[src/rtl/shift_rows_pipe_if.sv]
// Block stream bundle for shift_rows_pipe: input side, output side and the per-block inv tag.
// master drives blocks in and consumes results; slave is the pipeline itself.
interface shift_rows_pipe_if #(
  parameter int NB = 4
);
  logic [0:32*NB-1] in;
  logic             in_valid;
  logic             in_ready;
  logic             inv;
  logic [0:32*NB-1] out;
  logic             out_valid;
  logic             out_ready;

  modport master (
    output in, in_valid, inv, out_ready,
    input  in_ready, out, out_valid
  );

  modport slave (
    input  in, in_valid, inv, out_ready,
    output in_ready, out, out_valid
  );
endinterface

[src/rtl/shift_rows_pipe.sv]
// Two-stage ShiftRows pipeline (S1 capture, S2 shifted result) with valid/ready on both sides.
// Defining SHIFT_ROWS_PIPE_INV_EN adds the per-block InvShiftRows path selected by inv.
module shift_rows_pipe #(
  parameter int NB = 4
) (
  input  logic             clk,
  input  logic             rst_n,
  shift_rows_pipe_if.slave bus
);
  localparam int W = 32 * NB;

  generate
    if (!(NB == 4 || NB == 6 || NB == 8)) begin : g_bad_nb
      $error("shift_rows_pipe: NB must be 4, 6 or 8");
    end
  endgenerate

  // Row offsets: NB=8 uses 1,3,4 for rows 1..3, the narrower states use 1,2,3.
  function automatic int row_off(input int r);
    if (r == 0) return 0;
    if (NB == 8 && r >= 2) return r + 1;
    return r;
  endfunction

  logic         s1_valid;
  logic [0:W-1] s1_data;
  logic         s2_valid;
  logic [0:W-1] s2_data;
  logic [0:W-1] fwd;
  logic [0:W-1] shifted;
  logic         s2_open;

  genvar gc, gr;
  generate
    for (gc = 0; gc < NB; gc++) begin : g_col
      for (gr = 0; gr < 4; gr++) begin : g_row
        localparam int SRC_C = (gc + row_off(gr)) % NB;
        assign fwd[8*(4*gc+gr) +: 8] = s1_data[8*(4*SRC_C+gr) +: 8];
      end
    end
  endgenerate

`ifdef SHIFT_ROWS_PIPE_INV_EN
  logic         s1_inv;
  logic [0:W-1] bwd;

  generate
    for (gc = 0; gc < NB; gc++) begin : g_icol
      for (gr = 0; gr < 4; gr++) begin : g_irow
        localparam int SRC_C = (gc - row_off(gr) + NB) % NB;
        assign bwd[8*(4*gc+gr) +: 8] = s1_data[8*(4*SRC_C+gr) +: 8];
      end
    end
  endgenerate

  assign shifted = s1_inv ? bwd : fwd;

  always_ff @(posedge clk or negedge rst_n) begin
    if (!rst_n) begin
      s1_inv <= 1'b0;
    end else if (bus.in_ready && bus.in_valid) begin
      s1_inv <= bus.inv;
    end
  end
`else
  // Forward-only build: inv is accepted on the port but has no effect.
  logic inv_unused;
  assign inv_unused = bus.inv;
  assign shifted    = fwd;
`endif

  // S2 takes a new block when empty or when its current block retires this edge.
  assign s2_open      = !s2_valid || bus.out_ready;
  assign bus.in_ready = !s1_valid || s2_open;
  assign bus.out      = s2_data;
  assign bus.out_valid = s2_valid;

  always_ff @(posedge clk or negedge rst_n) begin
    if (!rst_n) begin
      s1_valid <= 1'b0;
      s1_data  <= '0;
    end else if (bus.in_ready) begin
      s1_valid <= bus.in_valid;
      if (bus.in_valid) begin
        s1_data <= bus.in;
      end
    end
  end

  always_ff @(posedge clk or negedge rst_n) begin
    if (!rst_n) begin
      s2_valid <= 1'b0;
      s2_data  <= '0;
    end else if (s2_open) begin
      s2_valid <= s1_valid;
      if (s1_valid) begin
        s2_data <= shifted;
      end
    end
  end
endmodule

[src/flat_wrapper.sv]
// flat-port wrapper written by rule: the top's interface ports become plain ports
module shift_rows_pipe_flat 
#(
  parameter int NB = 4
)
  (clk, rst_n, bus_in, bus_in_valid, bus_inv, bus_out_ready, bus_in_ready, bus_out, bus_out_valid);
  shift_rows_pipe_if #(.NB(NB)) bus_i ();
  input  logic clk;
  input  logic rst_n;
  input wire logic [$bits(bus_i.in)-1:0] bus_in;
  input wire logic [$bits(bus_i.in_valid)-1:0] bus_in_valid;
  input wire logic [$bits(bus_i.inv)-1:0] bus_inv;
  input wire logic [$bits(bus_i.out_ready)-1:0] bus_out_ready;
  output wire logic [$bits(bus_i.in_ready)-1:0] bus_in_ready;
  output wire logic [$bits(bus_i.out)-1:0] bus_out;
  output wire logic [$bits(bus_i.out_valid)-1:0] bus_out_valid;
  assign bus_i.in = bus_in;
  assign bus_i.in_valid = bus_in_valid;
  assign bus_i.inv = bus_inv;
  assign bus_i.out_ready = bus_out_ready;
  assign bus_in_ready = bus_i.in_ready;
  assign bus_out = bus_i.out;
  assign bus_out_valid = bus_i.out_valid;
  shift_rows_pipe #(.NB(NB)) u_core (.clk(clk), .rst_n(rst_n), .bus(bus_i));
endmodule
[config.mk]
export PLATFORM = sky130hd
export DESIGN_NAME = shift_rows_pipe_flat
export DESIGN_NICKNAME = d
export VERILOG_FILES = /design/src/rtl/shift_rows_pipe_if.sv /design/src/rtl/shift_rows_pipe.sv /design/src/flat_wrapper.sv
export SDC_FILE = /design/constraint.sdc
export NUM_CORES = 1
export LEC_CHECK = 0
export ABC_CLOCK_PERIOD_IN_PS = 2000
export BUFFER_PORTS_ARGS = -buffer_cell sky130_fd_sc_hd__clkbuf_2
export CELL_PAD_IN_SITES_DETAIL_PLACEMENT = 0
export CELL_PAD_IN_SITES_GLOBAL_PLACEMENT = 2
export CORE_UTILIZATION = 25
export DETAILED_ROUTE_END_ITERATION = 7
export GPL_ROUTABILITY_DRIVEN = 0
export PLACE_DENSITY = 0.64
export SETUP_SLACK_MARGIN = 0.15
export SYNTH_ARGS = -nofsm -noshare
export SYNTH_HDL_FRONTEND = slang
export SYNTH_SLANG_ARGS = --single-unit
[constraint.sdc]
create_clock -name clk -period 2 [get_ports clk]
set_input_delay 0.2 -clock clk [delete_from_list [all_inputs] [get_ports clk]]
set_output_delay 0.2 -clock clk [all_outputs]
set_load 0.02 [all_outputs]
==> impl_results.md, run 1 <==
* Pwr per Cell Area at 1110 mW/mm2
* Register-to-Register Path Depth at 4
* Number of max-cap violations at 0
* Worst Max-Slew Pin Slew at 0.587 ns
* Storage cell area at 0.00646 mm2
* Share of layout cells above drive strength 1 at 59.8%
* Share of power burned in registers at 41.7%
* Slew Viols, Final at 0
* Final hold viol count at 0
* Total clock sinks at 258
* Slew margin rel. at 60.9%
* Critical Path Source Type: flip-flop
* Setup TNS at 0 ns
* Status: completed
* Multi-input logic area at 0.00379 mm2
* WP buf/inv at 1
* DRT Pass-1 Iters at 4
* Top Family by Delay on Critical Path: flip-flops
* I/O Buffers at 261
* Fillers at 4,114
* Crit-path cells: nand3b_4 > nand2_8 > buf_12 > mux2_2
* Setup-failing EPs final at 0
* TritonCTS Buffers at 31
* Sequential-to-total area share from yosys stat at 60.1%
* Power Total at 16.6 mW
* Clock Tree Buf Depth at 3
* Starting density of the core at 25.5%
* Final wirelength at 23,800 um
* Final Cycle Share at 83.5%
* FMAX at 599 MHz
* Area growth syn-to-layout at 38.5%
* I/O pins at 263
* Post-CTS Setup Bufs at 0
* Worst setup margin at 0.329 ns
* Congestion Overflow GR at 0
* First-pass GRT wire length at 38,100 um
* Min Clock Period, post-route at 1.67 ns
* Clk_lat worst skew at 0.56 ns
* Switch share at 28.7%
* Row cnt at 75
* Core area at 0.0421 mm2
* Post-synth cell types at 12
* CP Capture Type: flip-flop
* Netlist Area Pre-Place at 0.0107 mm2
* R2R Path Start: u_core.s1_valid$_DFFE_PN0P_
* Vias in the first global route at 6,685
* Most common cell after layout, fill and taps aside: clkbuf_2
* Hold_ws at 0.103 ns
* Setup Skew at 0.0162 ns
* Combinational cell fraction of total power at 25.6%
* Syn Inst Count at 548
* Max stage delay cell, worst path: dfrtp_1
* Die height at 209 um
* Critical path's largest stage delay at 0.49 ns
* Routed Antenna Nets at 0
* Clock Power Share at 32.7%
* P_int at 11.8 mW
* Worst EP required at 2.43 ns
* Hold/Removal Path Class: input port to flip-flop
* Worst Hold Depth at 3
* Vias per Instance at 3.89
* Overall Global Routing Usage at 10.9%
* Routed len/inst at 15.5 um
* Initial DRC Count at 137
* ANT cells at 0
* Most frequent cells in the layout: clkbuf_2 (260), dfrtp_1 (258), mux2_4 (221)
* RSZ-0062 raised after global routing: false
* Lkg Pwr at 7.39 nW
* Worst Hold Launch: bus_out_ready
* DP Wirelength at 15,800 um
* CP Max Fanout at 37
* Vias at 5,975
* Yosys warnings at 0
* CTS clk-pin slew, worst paths at 0.06 ns
* Seq cells post-synth at 258
* Initial antenna violation count at 0
* Mapped Avg Cell Area at 19.6 um2
* Syn_nets at 681
* Critical path origin: u_core.s1_valid$_DFFE_PN0P_
* H-tree depth at 1
* Kind of critical path: flip-flop to flip-flop
* Switch Pwr at 4.75 mW
* CTS tree: done
* Largest net degree at the start of global routing at 66
* Post-place setup slack at 0.327 ns
* DRC at 0
* Overall die area at 0.0438 mm2
* Worst EP arrival at 2.10 ns
* Peak VDD IR at 0.576 mV
* Die width at 209 um
* CP Depth at 4
* Nets at 1,107
* Root buf cell: clkbuf_16
[through the flow]
step | std cells | utilization (%) | area, um2
6_report | 1536 | 35.3 | 14900
3_3_place_gp | 1350 | 29.9 | 12600
2_1_floorplan | 548 | - | 10700
3_5_place_dp | 1350 | 29.9 | 12600
4_1_cts | 1536 | 35.3 | 14900
5_1_grt | 1536 | 35.3 | 14900
[logic make-up after synthesis]
logic type             after synthesis  synth area share (%)
muxes                              256                  34.6
DFF                                258                  60.1
buffers and inverters               28                  4.80
and+or+nand+nor                      6                 0.559
[path summary, 6_finish.rpt]
path	slack, ns	to
min in group asynchronous	0.21	u_core.s1_data[67]$_DFFE_PN0P_
hold reg to reg	0.50	u_core.bus.out[85]$_DFFE_PN0P_
max in group asynchronous	1.03	u_core.bus.out[79]$_DFFE_PN0P_
hold / removal	0.10	u_core.s1_valid$_DFFE_PN0P_
setup / recovery	0.33	u_core.s1_data[18]$_DFFE_PN0P_
setup reg to reg	0.33	u_core.s1_data[18]$_DFFE_PN0P_
[area by class of cell]
| type | count | area share (%) |
|---|---|---|
| flip-flops and latches | 258 | 43.4 |
| clock inverters | 6 | 0.395 |
| well taps | 539 | 4.53 |
| multi-input cells | 262 | 25.5 |
| repair buffers | 421 | 19.9 |
| clock buffers | 50 | 6.23 |
[repair_timing]
action | CTS | global route
hold buffers | 130 | 0
endpoints found under the hold margin | 183 | 0
resized for setup | 0 | 0
[metal layers]
layer  vias up  global-route usage (%)  wire [um]
li1       2783                       -          -
met1      2990                    14.7      10900
met2       167                    16.5      10500
met3        35                    3.53       1810
met4         0                    3.63        553
met5         -                       0          0
[cells in the mapped netlist (all sizes together)]
library cell / n / area, um2
buf: 28 / 515
dfrtp: 258 / 6460
mux2: 256 / 3710
nand2: 2 / 17.5
nand2b: 1 / 6.26
nand3b: 1 / 20.0
or2b: 2 / 16.3
[power by group through the flow]
stage,sequential (mW),combinational (mW),clock (mW)
after CTS,6.93,4.33,5.66
after detailed placement,6.99,4.11,0
after floorplan,7.75,2.01,0
final,6.92,4.24,5.42
after global routing,7.06,4.53,5.88
after global placement,6.97,4.08,0
[worst min-delay path, delay by kind of cell]
kind,cells,cell delay [ns]
and+or+nand+nor,2,0.34
buffers and inverters,1,0.09
[state kept, by name, indices dropped and copies added, names as in the netlist]
register	flops
u_core.s1_data	128
u_core.bus.out_valid	1
u_core.s1_valid	1
u_core.bus.out	128
Power figures use the tool's default switching activity.
==> inputs of run 2 (changes only) <==
- ABC_CLOCK_PERIOD_IN_PS: 2000 -> 1500
- PLACE_DENSITY: 0.64 -> 0.66
- clock period: 2 -> 1.5 ns (I/O delays scaled with it)
==> run 2 against run 1 <==
  * The flow now finishes with violations (setup timing)
  * Clock skew down 0.0059 ns
  * Clock power up 35%
  * Critical path depth up 2
  * Clock-buffer cell count down 6
  * Worst setup slack worse by 0.39 ns
  * Largest power group unchanged
  * Fmax up 7.3%
  * Highest routed layer unchanged
  * Largest cell class unchanged
  * Via count up 3.8%
==> impl_results.md, run 2 (synthesis gave the netlist of run 1 again) <==
* Status: complete, but fails checks
* Failing checks: setup timing
* Final hold viol count at 0 (unchanged)
* Switch Pwr at 6.57 mW (+38%)
* Setup TNS at -2.18 ns (-2.18 ns)
* Die height at 209 um (unchanged)
* CP Max Fanout at 6 (-84%)
* Post-place setup slack at 0.00476 ns (-0.322 ns)
* P_int at 16.2 mW (+37%)
* Row cnt at 75 (unchanged)
* Max stage delay cell, worst path: dfrtp_2
* DP Wirelength at 16,400 um (+3.6%)
* DRT Pass-1 Iters at 4 (unchanged)
* Total clock sinks at 258 (unchanged)
* Power Total at 22.8 mW (+37%)
* Clock Power Share at 32.2% (-0.5 points)
* Final wirelength at 26,500 um (+11%)
* Overall Global Routing Usage at 11.6% (+0.65 points)
* Setup-failing EPs final at 79 (+79)
* GRT met1 Usage at 16.1% (+1.4 points)
* Clock Tree Buf Depth at 3 (unchanged)
* I/O Buffers at 261 (unchanged)
* Top Family by Delay on Critical Path: buffers and inverters
* Combinational cell fraction of total power at 27.3% (+1.7 points)
* Critical Path Source Type: flip-flop
* Final Cycle Share at 104% (+20 points)
* WP buf/inv at 3 (+2)
* Most frequent cells in the layout: clkbuf_2 (257), dfrtp_1 (257), mux2_4 (227)
* Share of power burned in registers at 40.5% (-1.2 points)
* Nets at 1,147 (+3.6%)
* Largest net degree at the start of global routing at 63 (-4.5%)
* Crit-path cells: buf_4 > nand2b_4 > nand2_8 > buf_6 > bufbuf_16 > mux2_4
* TritonCTS Buffers at 30 (-3.2%)
* Starting density of the core at 25.5% (unchanged)
* Number of max-cap violations at 0 (unchanged)
* Core area at 0.0421 mm2 (unchanged)
* Vias per Instance at 3.93 (+1.1%)
* DRC at 0 (unchanged)
* Met2 usage at 17.5% (+0.99 points)
* Slew Viols, Final at 0 (unchanged)
* Die width at 209 um (unchanged)
* Clk_lat worst skew at 0.55 ns (about the same)
* Worst setup margin at -0.0575 ns (-0.387 ns)
* Switch share at 28.9% (+0.22 points)
* Share of layout cells above drive strength 1 at 61.8% (+2.1 points)
* Worst Max-Slew Pin Slew at 0.356 ns (-0.231 ns)
* Congestion Overflow GR at 0 (unchanged)
* Vias at 6,203 (+3.8%)
* ANT cells at 0 (unchanged)
* M3 GR Usage at 3.58% (+0.045 points)
* Area growth syn-to-layout at 46.9%
* Setup Skew at 0.0104 ns (-0.00585 ns)
* Peak VDD IR at 0.700 mV (+21%)
* Pwr per Cell Area at 1440 mW/mm2 (+29%)
* CP Capture Type: flip-flop
* Root buf cell: clkbuf_16
* Worst EP arrival at 2.00 ns (-0.10 ns)
* CTS tree: done
* Lkg Pwr at 7.85 nW (+6.2%)
* First-pass GRT wire length at 40,200 um (+5.5%)
* FMAX at 642 MHz (+7.3%)
* Routed Antenna Nets at 0 (unchanged)
* Vias in the first global route at 6,884 (+3.0%)
* RSZ-0062 raised after global routing: true
* Overall die area at 0.0438 mm2 (unchanged)
* CTS clk-pin slew, worst paths at 0.06 ns (about the same)
* Hold_ws at 0.0476 ns (-0.0553 ns)
* Slew margin rel. at 76.3% (+15 points)
* Initial DRC Count at 225 (+64%)
* Min Clock Period, post-route at 1.56 ns (-0.113 ns)
* Util after Layout at 37.5% (+2.1 points)
* H-tree depth at 1 (unchanged)
* I/O pins at 263 (unchanged)
* Fillers at 4,045 (-1.7%)
* Critical path's largest stage delay at 0.41 ns (-0.08 ns)
* GRT Max-Usage Layer: met2
* Routed len/inst at 16.8 um (+8.5%)
* Kind of critical path: flip-flop to flip-flop
* Hold/Removal Path Class: input port to flip-flop
* Initial antenna violation count at 0 (unchanged)
* Worst EP required at 1.94 ns (-0.49 ns)
[run 2: final cells by class]
cell class | instances | area [um2] | area share (%)
Clock buffer | 44 | 875 | 5.54
Clock inverter | 12 | 121 | 0.769
Multi-Input combinational cell | 262 | 3820 | 24.2
Sequential cell | 258 | 6460 | 40.9
Tap cell | 539 | 674 | 4.27
Timing Repair Buffer | 462 | 3830 | 24.3
[run 2: worst min-delay path, cell delays in order]
cell and delay, ns:
clkbuf_2 0.10, nand2b_4 0.16, or2b_2 0.16
[run 2: power groups by stage]
| stage | registers [mW] | logic [mW] | clock network, mW |
|---|---|---|---|
| 6_report | 9.22 | 6.21 | 7.33 |
| 4_1_cts | 9.22 | 6.07 | 7.65 |
| 2_1_floorplan | 10.3 | 2.69 | 0 |
| 3_5_place_dp | 9.32 | 5.59 | 0 |
| 3_3_place_gp | 9.29 | 5.54 | 0 |
| 5_1_grt | 9.40 | 6.60 | 7.93 |
[run 2: final timing paths]
| kind | endpoint | start | cells after the start | slack [ns] |
|---|---|---|---|---|
| min in group asynchronous | u_core.bus.out[12]$_DFFE_PN0P_ | rst_n | 2 | 0.07 |
| setup / recovery | u_core.bus.out[106]$_DFFE_PN0P_ | u_core.bus.out_valid$_DFFE_PN0P_ | 6 | -0.06 |
| setup reg to reg | u_core.bus.out[106]$_DFFE_PN0P_ | u_core.bus.out_valid$_DFFE_PN0P_ | 6 | -0.06 |
| max in group asynchronous | u_core.s1_data[20]$_DFFE_PN0P_ | rst_n | 3 | 0.74 |
| hold / removal | u_core.bus.out_valid$_DFFE_PN0P_ | bus_out_ready | 3 | 0.05 |
| hold reg to reg | u_core.bus.out[31]$_DFFE_PN0P_ | u_core.s1_data[127]$_DFFE_PN0P_ | 1 | 0.50 |
[run 2: through the flow]
stage          cell area, um2  cells
6_report                15800   1577
5_1_grt                 15800   1577
4_1_cts                 15400   1560
3_5_place_dp            12800   1363
2_1_floorplan           10800    548
3_3_place_gp            12800   1363
[run 2: routing by layer]
metal	share of wire, %	wire length [um]	vias up
met4	1.7	460	0
met2	44	11700	166
li1	-	-	2870
met5	0	0	-
met1	48	12700	3132
met3	6.4	1710	35
[run 2: repair_timing]
item / 4_1_cts / 5_1_grt
setup endpoints to repair: 230 / 258
hold buffers: 130 / 0
pin swaps: 0 / 1
resized for setup: 23 / 23
hold endpoints to repair: 387 / 0
setup buffers: 7 / 4
gates cloned: 4 / 13
